## src/rtl/afifo_elastic_sender_if.sv

```systemverilog
// Stream and FIFO-write-port bundle for afifo_elastic_sender.
// Ports (signals):
//   s_data/s_valid/s_ready      : wide input word stream (valid/ready)
//   f_data_out/f_write_en       : lane data and write strobe to the FIFO port
//   f_ready_in                  : FIFO port not-full
//   ovf_pending/stall_cycles    : overflow-slot status and stall counter
// master: the sender side; slave: the fabric/FIFO environment side.
interface afifo_elastic_sender_if #(
    parameter int unsigned WIDTH = 4,
    parameter int unsigned RATIO = 2
);
    logic [RATIO*WIDTH-1:0] s_data;
    logic                   s_valid;
    logic                   s_ready;
    logic [WIDTH-1:0]       f_data_out;
    logic                   f_write_en;
    logic                   f_ready_in;
    logic                   ovf_pending;
    logic [15:0]            stall_cycles;

    modport master (
        input  s_data, s_valid, f_ready_in,
        output s_ready, f_data_out, f_write_en, ovf_pending, stall_cycles
    );

    modport slave (
        output s_data, s_valid, f_ready_in,
        input  s_ready, f_data_out, f_write_en, ovf_pending, stall_cycles
    );
endinterface

```

## src/rtl/afifo_elastic_sender.sv

```systemverilog
// Write-side producer for the elastic asynchronous FIFO port.
// Serializes each RATIO*WIDTH input word into RATIO writes of WIDTH bits,
// using the port's single overflow slot: a write issued while the port is
// full parks in the slot, and no further write is issued until the slot
// drains on the first cycle the port reports ready.
// Ports:
//   write_clk   : clock
//   preset_full : asynchronous active-high reset
//   bus         : afifo_elastic_sender_if.master (stream in, FIFO port out,
//                 ovf_pending and stall_cycles status)
module afifo_elastic_sender #(
    parameter int unsigned WIDTH = 4,
    parameter int unsigned RATIO = 2
) (
    input  logic                         write_clk,
    input  logic                         preset_full,
    afifo_elastic_sender_if.master       bus
);

    localparam int unsigned LANE_W = (RATIO > 1) ? $clog2(RATIO) : 1;
    localparam int unsigned WORD_W = RATIO * WIDTH;
    localparam logic [LANE_W-1:0] LAST_LANE = LANE_W'(RATIO - 1);
    localparam logic [15:0] STALL_MAX = 16'hFFFF;

    typedef enum logic {
        SEND = 1'b0,
        OVF  = 1'b1
    } state_t;

    state_t            state;
    logic [WORD_W-1:0] hold;
    logic              busy;
    logic [LANE_W-1:0] lane;
    logic [15:0]       stall_cycles;

    logic issue;
    logic last_lane;
    logic accept;

    // Output decode from registers only; f_ready_in never reaches an output.
    assign issue     = (state == SEND) & busy;
    assign last_lane = (lane == LAST_LANE);
    assign accept    = bus.s_valid & bus.s_ready;

    assign bus.s_ready      = ~preset_full & (~busy | ((state == SEND) & last_lane));
    assign bus.f_write_en   = issue;
    assign bus.f_data_out   = issue ? WIDTH'(hold >> (32'(lane) * WIDTH)) : '0;
    assign bus.ovf_pending  = (state == OVF);
    assign bus.stall_cycles = stall_cycles;

    // Lane sequencing, overflow tracking and word capture.
    always_ff @(posedge write_clk or posedge preset_full) begin
        if (preset_full) begin
            state        <= SEND;
            hold         <= '0;
            busy         <= 1'b0;
            lane         <= '0;
            stall_cycles <= '0;
        end else begin
            case (state)
                SEND: begin
                    // An issued write is always consumed (storage or slot),
                    // so the lane advances regardless of f_ready_in.
                    if (issue) begin
                        if (!bus.f_ready_in) begin
                            state <= OVF;
                        end
                        if (last_lane) begin
                            busy <= 1'b0;
                        end else begin
                            lane <= lane + LANE_W'(1);
                        end
                    end
                end
                OVF: begin
                    if (stall_cycles != STALL_MAX) begin
                        stall_cycles <= stall_cycles + 16'd1;
                    end
                    // Drain cycle: slot empties, no write issued this cycle.
                    if (bus.f_ready_in) begin
                        state <= SEND;
                    end
                end
                default: state <= SEND;
            endcase

            // Accept only happens when idle or on the last-lane write,
            // so it safely overrides the busy/lane updates above.
            if (accept) begin
                hold <= bus.s_data;
                busy <= 1'b1;
                lane <= '0;
            end
        end
    end

endmodule

```

## src/flat_wrapper.sv

```systemverilog
// flat-port wrapper written by rule: the top's interface ports become plain ports
module afifo_elastic_sender_flat 
#(
    parameter int unsigned WIDTH = 4,
    parameter int unsigned RATIO = 2
)
  (write_clk, preset_full, bus_s_data, bus_s_valid, bus_f_ready_in, bus_s_ready, bus_f_data_out, bus_f_write_en, bus_ovf_pending, bus_stall_cycles);
  afifo_elastic_sender_if #(.WIDTH(WIDTH), .RATIO(RATIO)) bus_i ();
  input  logic write_clk;
  input  logic preset_full;
  input wire logic [$bits(bus_i.s_data)-1:0] bus_s_data;
  input wire logic [$bits(bus_i.s_valid)-1:0] bus_s_valid;
  input wire logic [$bits(bus_i.f_ready_in)-1:0] bus_f_ready_in;
  output wire logic [$bits(bus_i.s_ready)-1:0] bus_s_ready;
  output wire logic [$bits(bus_i.f_data_out)-1:0] bus_f_data_out;
  output wire logic [$bits(bus_i.f_write_en)-1:0] bus_f_write_en;
  output wire logic [$bits(bus_i.ovf_pending)-1:0] bus_ovf_pending;
  output wire logic [$bits(bus_i.stall_cycles)-1:0] bus_stall_cycles;
  assign bus_i.s_data = bus_s_data;
  assign bus_i.s_valid = bus_s_valid;
  assign bus_i.f_ready_in = bus_f_ready_in;
  assign bus_s_ready = bus_i.s_ready;
  assign bus_f_data_out = bus_i.f_data_out;
  assign bus_f_write_en = bus_i.f_write_en;
  assign bus_ovf_pending = bus_i.ovf_pending;
  assign bus_stall_cycles = bus_i.stall_cycles;
  afifo_elastic_sender #(.WIDTH(WIDTH), .RATIO(RATIO)) u_core (.write_clk(write_clk), .preset_full(preset_full), .bus(bus_i));
endmodule
```

## config.mk

```make
export PLATFORM = sky130hd
export DESIGN_NAME = afifo_elastic_sender_flat
export DESIGN_NICKNAME = d
export VERILOG_FILES = /design/src/rtl/afifo_elastic_sender_if.sv /design/src/rtl/afifo_elastic_sender.sv /design/src/flat_wrapper.sv
export SDC_FILE = /design/constraint.sdc
export NUM_CORES = 1
export LEC_CHECK = 0
export BUFFER_PORTS_ARGS = -buffer_cell sky130_fd_sc_hd__buf_2
export CAP_MARGIN = 20
export CORE_ASPECT_RATIO = 0.7
export CORE_MARGIN = 2
export CORE_UTILIZATION = 31
export CTS_BUF_LIST = sky130_fd_sc_hd__clkbuf_4 sky130_fd_sc_hd__clkbuf_8
export DETAILED_ROUTE_END_ITERATION = 7
export GPL_TIMING_DRIVEN = 0
export PLACE_DENSITY_LB_ADDON = 0.12
export SYNTH_ARGS = -nofsm -noshare
export SYNTH_HDL_FRONTEND = slang
export SYNTH_SLANG_ARGS = --single-unit
```

## constraint.sdc

```tcl
create_clock -name write_clk -period 4.6 [get_ports write_clk]
set_input_delay 0.69 -clock write_clk [delete_from_list [all_inputs] [get_ports write_clk]]
set_output_delay 0.69 -clock write_clk [all_outputs]
set_load 0.1 [all_outputs]
```

==> key figures <==
Status
  • Status: finished, final reports clean

Drt
  • Final WL: ~2.6 mm
  • Vias per std cell: 4.84
  • DR pass1 iterations: 5
  • Vias: 973
  • DRC violations left: 0
  • Final antenna-violating net count: 0
  • Per-cell routed wire length: 13.1 µm
  • DRT iter0 DRCs: 48

Clock tree
  • H-tree levels: 1
  • Clk sinks: 27
  • Max Buffers Root-to-Sink: 2
  • Post-cts gate resize count: 0
  • CTS tree: done
  • Clock root cell: clkbuf_8
  • Clock transition at path regs: 90 ps
  • Post-CTS setup repair buffer count: 0
  • Worst skew pair latency: 270 ps
  • Total CTS buffers: 3
  • Post-CTS Hold Buffers: 0

Place
  • Routability cong.: approximately 0.74
  • HPWL Detailed: 2.00 mm
  • Setup slack at placement: 2510 ps
  • IO buf count: 34
  • DP Area: 1510 µm²

Worst setup path
  • Data required, critical path: ~4000 ps
  • Crit end category: output pin
  • Largest stage delay, worst path: 430 ps
  • Cell Chain, Critical Path: buf_4 > nand2b_1 > nor2_1 > buf_2
  • CP Max Fanout: 10
  • Critical-path top delay cell: buf_2
  • CP startpoint kind: flip-flop
  • Crit path DAT: 1670 ps
  • Setup CP Type: reg -> out

STA
  • Min Clock Period, post-route: 2360 ps
  • Slew margin rel.: ~50%
  • Worst Tran Pin Value: 725 ps
  • Tcrit/Tclk final: 51.3%
  • Fin Clk Skew: just under 2 ps
  • Max Fclk: ~420 MHz
  • Setup_tns: 0 ps
  • RSZ-0062 raised after global routing: no
  • Setup ws final: 2240 ps
  • # setup viols final: 0
  • Endpoints failing hold: 0
  • Final Slew Violations: 0

Cells and area
  • Fin util: 40.4%
  • Nets: 163
  • # diodes: 0
  • Fill cells: 410
  • Synthesis-to-layout area growth: 24.4%
  • Finished Cell Area: 1590 µm²
  • Share of cells above drive strength 1: 38.9%

Die
  • Die width: 80.7 µm
  • Core area: 3920 µm²
  • Die Y: 57.7 µm
  • Initial Util: 32.5%
  • Row cnt: 19
  • Full die area: 4650 µm²
  • Top Ports: 35

Global routing
  • Initial antenna violation count: 0
  • Overflow after GRT: 0
  • Vias in the first global route: between 900 and 1000
  • Gr usage total: 12.8%
  • Largest net degree at the start of global routing: 28
  • First-pass GRT wire length: 4.52 mm

Synthesis
  • Post-synthesis cell type count: 32
  • Syn avg cell area: 11.6 µm²
  • Synth Instances: 110
  • YS warnings: 0
  • Top-area cell type share of the netlist area: around 53%
  • Synth Register Bits: 27
  • Proportion of synthesized area in mux cells: 13.2%
  • XOR/XNOR Fraction of Synth Area: 6.87%
  • Post-synthesis simple-gate area fraction: 18.3%
  • Leading area contributor after synthesis: dfrtp_1
  • Seq/Total Area, Yosys: 53.0%
  • Synth Area in Compound Gates: just under 5%
  • Syn Nets: 123
  • Synthesized area: around 1300 µm²
  • Leading post-synthesis cells by cell area: dfrtp_1 53%, mux2_2 8.8%, xnor2_1 5.5%
  • Largest family of logic cells by synthesized area: simple AND/OR/NAND/NOR gates
  • Post-Synth Adder-Cell Area: 0.981%

Power
  • Pwr Total: 0.00113 W
  • VDD IR-drop max: 0.520 mV
  • Leakage power: approximately 0.78 nW
  • PD cells: 713 nW/µm²

Worst hold path
  • Hold crit path type: in -> async

Job
  • Max_cap viols: 0
final timing paths:
check,slack [ps],to,from,cells after the start
setup / recovery,2240,bus_f_data_out[1],u_core.bus.ovf_pending,4
hold / removal,390,u_core.busy,preset_full,2
setup reg to reg,2550,u_core.bus.stall_cycles[1],u_core.bus.stall_cycles[1],6
hold reg to reg,510,u_core.bus.stall_cycles[13],u_core.bus.stall_cycles[13],1
max in group asynchronous,3800,u_core.hold[5],preset_full,3
min in group write_clk,510,u_core.bus.stall_cycles[13],u_core.bus.stall_cycles[13],1
sequential cells by signal, summed over array words and instances (netlist names):
name	flops
u_core.hold	8
u_core.bus.stall_cycles	16
u_core.lane	1
u_core.bus.ovf_pending	1
u_core.busy	1
metal layers:
layer	GRT usage [%]	wire length (µm)	share of wire (%)
met5	0	0	0
met4	3.63	31	1.2
met3	3.89	180	6.8
met2	18.5	1130	43
met1	18.8	1290	49
metrics by stage:
step,std cells,hold WS [ps]
finish,201,387
global route,201,407
CTS,200,517
detailed placement,196,495
global placement,196,489
floorplan,110,480
cell usage after synthesis (all sizes together):
library cell,n
nand2b,2
or4,1
inv,2
nor2,11
a31oi,2
o21ai,1
nand2,6
nand3,7
mux2i,4
ha,1
nand4,7
and2,1
and3,4
xnor2,8
buf,4
xor2,2
nor3b,1
a21oi,1
a21o,1
and4,1
mux2,11
dfrtp,27
o21a,1
o211ai,1
nor4,1
o2111ai,2
worst max-delay path: cells and delay by family, from the launching register on:
kind | cells | cell delay, ps
buffers and inverters | 2 | 610
DFF | 1 | 400
and+or+nand+nor | 2 | 370
placed cells by master (no fill, tap or decap), types with 3 or more instances in the layout:
| cell | instances |
|---|---|
| nor2_1 | 11 |
| clkbuf_8 | 3 |
| buf_2 | 36 |
| and3_1 | 3 |
| nand3_1 | 7 |
| nand4_1 | 6 |
| xnor2_1 | 8 |
| mux2i_1 | 4 |
| nand2_1 | 5 |
| mux2_2 | 10 |
| dfrtp_1 | 27 |
cells by family (layout without fill, tap and decap cells):
| family | Yosys count | count (layout) |
|---|---|---|
| AND/OR/NAND/NOR | 42 | 42 |
| XOR/XNOR | 10 | 10 |
| flip-flops | 27 | 27 |
| AO/OA/AOI/OAI | 9 | 9 |
| multiplexers | 15 | 15 |
| buffers and inverters | 6 | 45 |
| adder cells (fa/ha/maj) | 1 | 1 |
where the power goes:
group	switching [W]	total (W)	internal, W	leakage (nW)
clock network	0.0000696	0.000138	0.0000679	0.0262
logic	0.000479	0.000622	0.000143	0.412
registers	0.0000646	0.000372	0.000307	0.343
total	0.000614	0.00113	0.000517	0.781
layout make-up:
cell class	count	area (µm²)	area share (%)
multi-input cells	77	563	35.5
well taps	52	65.1	4.10
inverters	2	7.51	0.473
clock buffers	4	48.8	3.08
repair buffers	35	198	12.5
flip-flops and latches	27	676	42.6
plain buffers	4	28.8	1.81
Power figures use the tool's default switching activity.
